File: src/rtl/sdp_ram_stream_reader.sv
// Burst read controller for a simple dual-port RAM: turns (addr, len) commands into a
// valid/ready beat stream, absorbing the fixed RAM read latency in a credit-tracked skid FIFO.
module sdp_ram_stream_reader #(
    parameter int DATA_W     = 64,
    parameter int RAM_DEPTH  = 512,
    parameter int LATENCY    = 2,
    parameter int FIFO_DEPTH = 4,
    localparam int AW        = (RAM_DEPTH > 1) ? $clog2(RAM_DEPTH) : 1,
    localparam int LEN_W     = AW + 1
) (
    input  logic              clka,
    input  logic              rstb,
    input  logic              cmd_valid,
    output logic              cmd_ready,
    input  logic [AW-1:0]     cmd_addr,
    input  logic [LEN_W-1:0]  cmd_len,
    output logic [AW-1:0]     ram_addrb,
    output logic              ram_enb,
    output logic              ram_rstb,
    input  logic [DATA_W-1:0] ram_doutb,
    output logic              m_valid,
    input  logic              m_ready,
    output logic [DATA_W-1:0] m_data,
    output logic              m_last,
    output logic              busy,
    output logic              done
);

    localparam int CW = $clog2(FIFO_DEPTH + 1);
    localparam int PW = (FIFO_DEPTH > 1) ? $clog2(FIFO_DEPTH) : 1;

    generate
        if (LATENCY < 1 || FIFO_DEPTH < LATENCY + 2) begin : g_bad_cfg
            $error("sdp_ram_stream_reader: need LATENCY >= 1 and FIFO_DEPTH >= LATENCY+2");
        end
    endgenerate

    typedef enum logic [1:0] {S_IDLE, S_RUN, S_DRAIN} state_e;
    typedef struct packed {
        logic              last;
        logic [DATA_W-1:0] data;
    } beat_t;

    state_e             state_q, state_d;
    logic [AW-1:0]      addr_q, addr_d;
    logic [LEN_W-1:0]   rem_q, rem_d;
    logic [LATENCY-1:0] vld_pipe_q, vld_pipe_d;
    logic [LATENCY-1:0] last_pipe_q, last_pipe_d;
    logic [CW-1:0]      count_q, count_d;
    logic [PW-1:0]      wr_ptr_q, wr_ptr_d, rd_ptr_q, rd_ptr_d;
    logic               cmd_ready_q, cmd_ready_d;
    logic               busy_q, busy_d;
    logic               done_q, done_d;
    logic               ram_enb_q, ram_enb_d;
    beat_t              fifo_mem_q [FIFO_DEPTH];
    logic [CW-1:0]      inflight;
    logic               push, pop, issue;

    function automatic logic [PW-1:0] ptr_inc(input logic [PW-1:0] p);
        return (p == PW'(FIFO_DEPTH - 1)) ? '0 : p + PW'(1);
    endfunction

    always_comb begin
        inflight = '0;
        for (int i = 0; i < LATENCY; i++) inflight = inflight + CW'(vld_pipe_q[i]);
        push = vld_pipe_q[LATENCY-1];
        pop  = (count_q != '0) && m_ready;
        // Credit: every in-flight read already owns a FIFO slot; a same-cycle pop is not counted.
        issue = (state_q == S_RUN) &&
                (({1'b0, count_q} + {1'b0, inflight}) < (CW+1)'(FIFO_DEPTH));

        vld_pipe_d[0]  = issue;
        last_pipe_d[0] = issue && (rem_q == LEN_W'(1));
        for (int i = 1; i < LATENCY; i++) begin
            vld_pipe_d[i]  = vld_pipe_q[i-1];
            last_pipe_d[i] = last_pipe_q[i-1];
        end

        count_d  = count_q + CW'(push) - CW'(pop);
        wr_ptr_d = push ? ptr_inc(wr_ptr_q) : wr_ptr_q;
        rd_ptr_d = pop  ? ptr_inc(rd_ptr_q) : rd_ptr_q;

        state_d = state_q;
        addr_d  = addr_q;
        rem_d   = rem_q;
        done_d  = 1'b0;
        case (state_q)
            S_IDLE: begin
                if (cmd_valid && cmd_ready_q) begin
                    addr_d = cmd_addr;
                    rem_d  = cmd_len;
                    if (cmd_len != '0) state_d = S_RUN;
                    else               done_d  = 1'b1;
                end
            end
            S_RUN: begin
                if (issue) begin
                    addr_d = (addr_q == AW'(RAM_DEPTH - 1)) ? '0 : addr_q + AW'(1);
                    rem_d  = rem_q - LEN_W'(1);
                    if (rem_q == LEN_W'(1)) state_d = S_DRAIN;
                end
            end
            S_DRAIN: begin
                if (count_d == '0 && vld_pipe_d == '0) begin
                    state_d = S_IDLE;
                    done_d  = 1'b1;
                end
            end
            default: state_d = S_IDLE;
        endcase

        // The done cycle itself refuses commands so the next burst starts one cycle later.
        cmd_ready_d = (state_d == S_IDLE) && !done_d;
        busy_d      = (state_d != S_IDLE);
        ram_enb_d   = busy_d;
    end

    always_ff @(posedge clka) begin
        if (rstb) begin
            state_q     <= S_IDLE;
            addr_q      <= '0;
            rem_q       <= '0;
            vld_pipe_q  <= '0;
            last_pipe_q <= '0;
            count_q     <= '0;
            wr_ptr_q    <= '0;
            rd_ptr_q    <= '0;
            cmd_ready_q <= 1'b1;
            busy_q      <= 1'b0;
            done_q      <= 1'b0;
            ram_enb_q   <= 1'b0;
        end else begin
            state_q     <= state_d;
            addr_q      <= addr_d;
            rem_q       <= rem_d;
            vld_pipe_q  <= vld_pipe_d;
            last_pipe_q <= last_pipe_d;
            count_q     <= count_d;
            wr_ptr_q    <= wr_ptr_d;
            rd_ptr_q    <= rd_ptr_d;
            cmd_ready_q <= cmd_ready_d;
            busy_q      <= busy_d;
            done_q      <= done_d;
            ram_enb_q   <= ram_enb_d;
        end
    end

    always_ff @(posedge clka) begin
        if (push) fifo_mem_q[wr_ptr_q] <= '{last: last_pipe_q[LATENCY-1], data: ram_doutb};
    end

    assign cmd_ready = cmd_ready_q;
    assign ram_addrb = addr_q;
    assign ram_enb   = ram_enb_q;
    assign ram_rstb  = rstb;
    assign m_valid   = (count_q != '0);
    assign m_data    = fifo_mem_q[rd_ptr_q].data;
    assign m_last    = m_valid && fifo_mem_q[rd_ptr_q].last;
    assign busy      = busy_q;
    assign done      = done_q;

endmodule
File: config.mk
export PLATFORM = sky130hd
export DESIGN_NAME = sdp_ram_stream_reader
export DESIGN_NICKNAME = d
export VERILOG_FILES = /design/src/rtl/sdp_ram_stream_reader.sv
export SDC_FILE = /design/constraint.sdc
export NUM_CORES = 1
export LEC_CHECK = 0
export ABC_CLOCK_PERIOD_IN_PS = 3030
export CAP_MARGIN = 30
export CORE_ASPECT_RATIO = 1.25
export CORE_UTILIZATION = 54
export CTS_CLUSTER_DIAMETER = 150
export DETAILED_ROUTE_END_ITERATION = 10
export PLACE_DENSITY = 0.8
export SLEW_MARGIN = 20
export SYNTH_ARGS = -nofsm -noshare
export SYNTH_HDL_FRONTEND = slang
export SYNTH_SLANG_ARGS = --single-unit
File: constraint.sdc
create_clock -name clka -period 3.03 [get_ports clka]
set_input_delay 0.606 -clock clka [delete_from_list [all_inputs] [get_ports clka]]
set_output_delay 0.606 -clock clka [all_outputs]
set_load 0.05 [all_outputs]
==> run summary <==
status: complete, no violations
cell depth of the worst hold path: 1
Hold-fix buffers, CTS: 0
clock skew: 9.76 ps
CTS clock-pin slew for the worst setup and hold paths: 60 ps
register bit total from synthesis: 297
H-Tree Depth: 1
Port Buf Inserts: 166
I/O pin count: 167
# DRC: 0
actual slew at the worst max-slew pin: 878 ps
area leader, netlist: edfxtp_1
Hold Path Origin: last_pipe_q[0]$_SDFF_PP0_
Ys Warns: 0
number of distinct library cells after synthesis: 54
Critical Path Source Type: register
Worst Path Max Fanout: 50
CTS Root Cell: clkbuf_16
max-cap violations: 0
period utilisation layout: 95.0%
switching power: 3.36 mW
cell area after synthesis: 11,400 sq um
reg-to-reg endpoint: state_q[1]$_SDFF_PP0_
critical setup path kind: reg -> out
Core Region: 20,700 sq um
Die Area: 21,700 sq um
Max Slew Vio Count: 0
required time of the critical path: 2420 ps
worst path arrival time: 2270 ps
R2R cell count: 11
Storage cell area: 8560 sq um
overall track demand over capacity in global routing: 21.7%
Antenna Cells: 0
reg2reg start: count_q[2]$_SDFF_PP0_
drt pass-1 iters: 7
Critical Path Max Stage Delay: 590 ps
Via density: 5.83
Synth top area share: 68.5%
commonest cells in the netlist: edfxtp_1 (260), mux4_2 (65), dfxtp_1 (37)
fraction of layout cells with a size suffix above 1: 23.1%
Slew headroom: 40.6%
Static Leak: 4.75 nW
CTS sink cnt: 297
Hold EP: last_pipe_q[1]$_SDFF_PP0_
via count: 6,261
TritonCTS clock tree: done
GRT Residual Overflow: 0
placed wire-length estimate: 14,700 um
Die Span X: 132 um
post-synthesis area per instance: 19.3 sq um
Critical-path top delay cell: mux4_2
vias in the first global route: 6,499
Fin. Hold Viols: 0
post-layout minimum cycle time: 2880 ps
Fill cells: 1,291
synth top area cells: edfxtp_1 (68%), mux4_2 (13%), dfxtp_1 (6.5%)
cell with the most instances after synthesis: edfxtp_1
post-detailed-route wirelength per cell: 21.8 um
fmax: 347 MHz
worst-skew pair later-pin latency: 530 ps
first-pass GRT wire length: 35,800 um
Die Height: 164 um
Net Sw Frac: 30.1%
sequential fraction of design power: 41.9%
cell count after synthesis: 590
initial antenna violation count: 2
Max Root-Sink Buffers: 3
First DRT Iteration DRCs: 416
Power Dens Cells: 777 nW/um^2
total CTS buffers: 29
ANT nets after route: 0
FP Rows: 59
combinational share of power: 24.8%
clock power share: 33.3%
register-to-register setup slack: 620 ps
Worst setup EP type: primary output
area occupied by multi-input gates: 2700 sq um
Seq/Total Area, Yosys: 74.9%
RSZ-0062 raised after global routing: no
routability cong.: 0.869
initial core utilization: 55.0%
Tightest Hold Check Type: reg -> reg
syn nets: 690
Routed Wire Length: 23,400 um
asr flop ratio synth: 0%
area delta synth->final: 26.0%
Post-synth EDFFs: 260
crit-path cells: buf_12 -> mux4_2 -> dlygate4sd2_1
final core occ: 69.3%
Cell Int Power: 7.81 mW
VDD IR max: 0.603 mV
Setup Viol. Count Final: 0
nets@finish: 878
Main synth FF type: edfxtp_1
Sum Neg Setup Slack: 0 ps
largest net degree at the start of global routing: 51
[power groups by stage]
stage | clock [mW] | sequential [mW] | combinational, mW
5_1_grt | 3.94 | 4.70 | 2.92
3_5_place_dp | 0 | 4.78 | 2.84
2_1_floorplan | 0 | 4.79 | 1.95
6_report | 3.72 | 4.68 | 2.77
3_3_place_gp | 0 | 4.77 | 2.80
4_1_cts | 3.78 | 4.68 | 2.79
[layout make-up]
type                    count  share of cell area, %
multi-input cells         254                   18.8
repair buffers            186                   12.1
clock inverters            21                   1.79
clock buffers              32                   5.20
flip-flops and latches    297                   59.5
inverters                  10                  0.261
well taps                 274                   2.39
[worst max-delay path: cells and delay by family (launching register included)]
kind	cells	cell delay [ps]
multiplexers	1	590
flip-flops	1	350
buffers and inverters	2	770
[worst max path at each step]
stage	endpoint	slack, ps
2_1_floorplan	fifo_mem_q[3][0]$_DFFE_PP_	520
3_3_place_gp	state_q[1]$_SDFF_PP0_	360
3_5_place_dp	state_q[1]$_SDFF_PP0_	250
4_1_cts	m_data[56]	70
5_1_grt	m_data[56]	30
6_report	m_data[56]	150
[state kept, by name, indices dropped and copies added (netlist names), named ones only]
| name | count |
|---|---|
| cmd_ready | 1 |
| count_q | 3 |
| done | 1 |
| fifo_mem_q | 260 |
| last_pipe_q | 2 |
| ram_addrb | 9 |
| ram_enb | 1 |
| rd_ptr_q | 2 |
| rem_q | 10 |
| state_q | 2 |
| vld_pipe_q | 2 |
| wr_ptr_q | 2 |
[routing by layer]
| layer | vias to the layer above | GRT usage [%] | wire length (um) |
|---|---|---|---|
| met5 | - | 0 | 23 |
| li1 | 2779 | - | - |
| met3 | 46 | 4.63 | 1520 |
| met1 | 3180 | 26.8 | 9150 |
| met2 | 252 | 38.9 | 12300 |
| met4 | 4 | 5.60 | 413 |
[per-stage QoR]
stage	power, mW	hold slack (ps)	instance area [sq um]	cells	setup WS (ps)
floorplan	6.74	414	11400	590	524
global placement	7.57	431	13400	1020	364
detailed placement	7.62	433	13400	1020	249
CTS	11.3	449	14400	1073	73.5
global route	11.6	464	14400	1074	27.6
finish	11.2	438	14400	1074	151
[what timing repair did]
item / CTS / global route
resized for setup: 31 / 0
buffers inserted: 1 / 0
endpoints found under the setup margin: 34 / 0
[kinds of logic after synthesis]
kind of cell	synth area share, %
fa+ha+maj	1.49
mux	13.1
flops	74.9
simple gates	5.16
xor+xnor	0.154
compound gates	3.64
buf+inv	1.51
[cells in the final DEF, fill, tap and decap left out, types with 5 or more instances in the layout]
cell             synthesis  final
a211oi_1                 5      5
inv_1                   10     10
or4_1                    6      6
nor2_1                  28     28
clkdlybuf4s50_1          0    100
dfxtp_1                 37     35
clkbuf_16                0     29
mux4_2                  65     65
clkinv_2                 0      8
nand3_1                 10     10
a31oi_1                  9      9
ha_1                    12     12
nand2_1                 22     22
dlygate4sd2_1            0     31
a21oi_1                 15     15
bufinv_16                0      5
nor3_1                  10     10
buf_4                    3     51
o21ai_1                  5      5
edfxtp_1               260    260
o21ai_0                  6      6
Power figures use the tool's default switching activity.
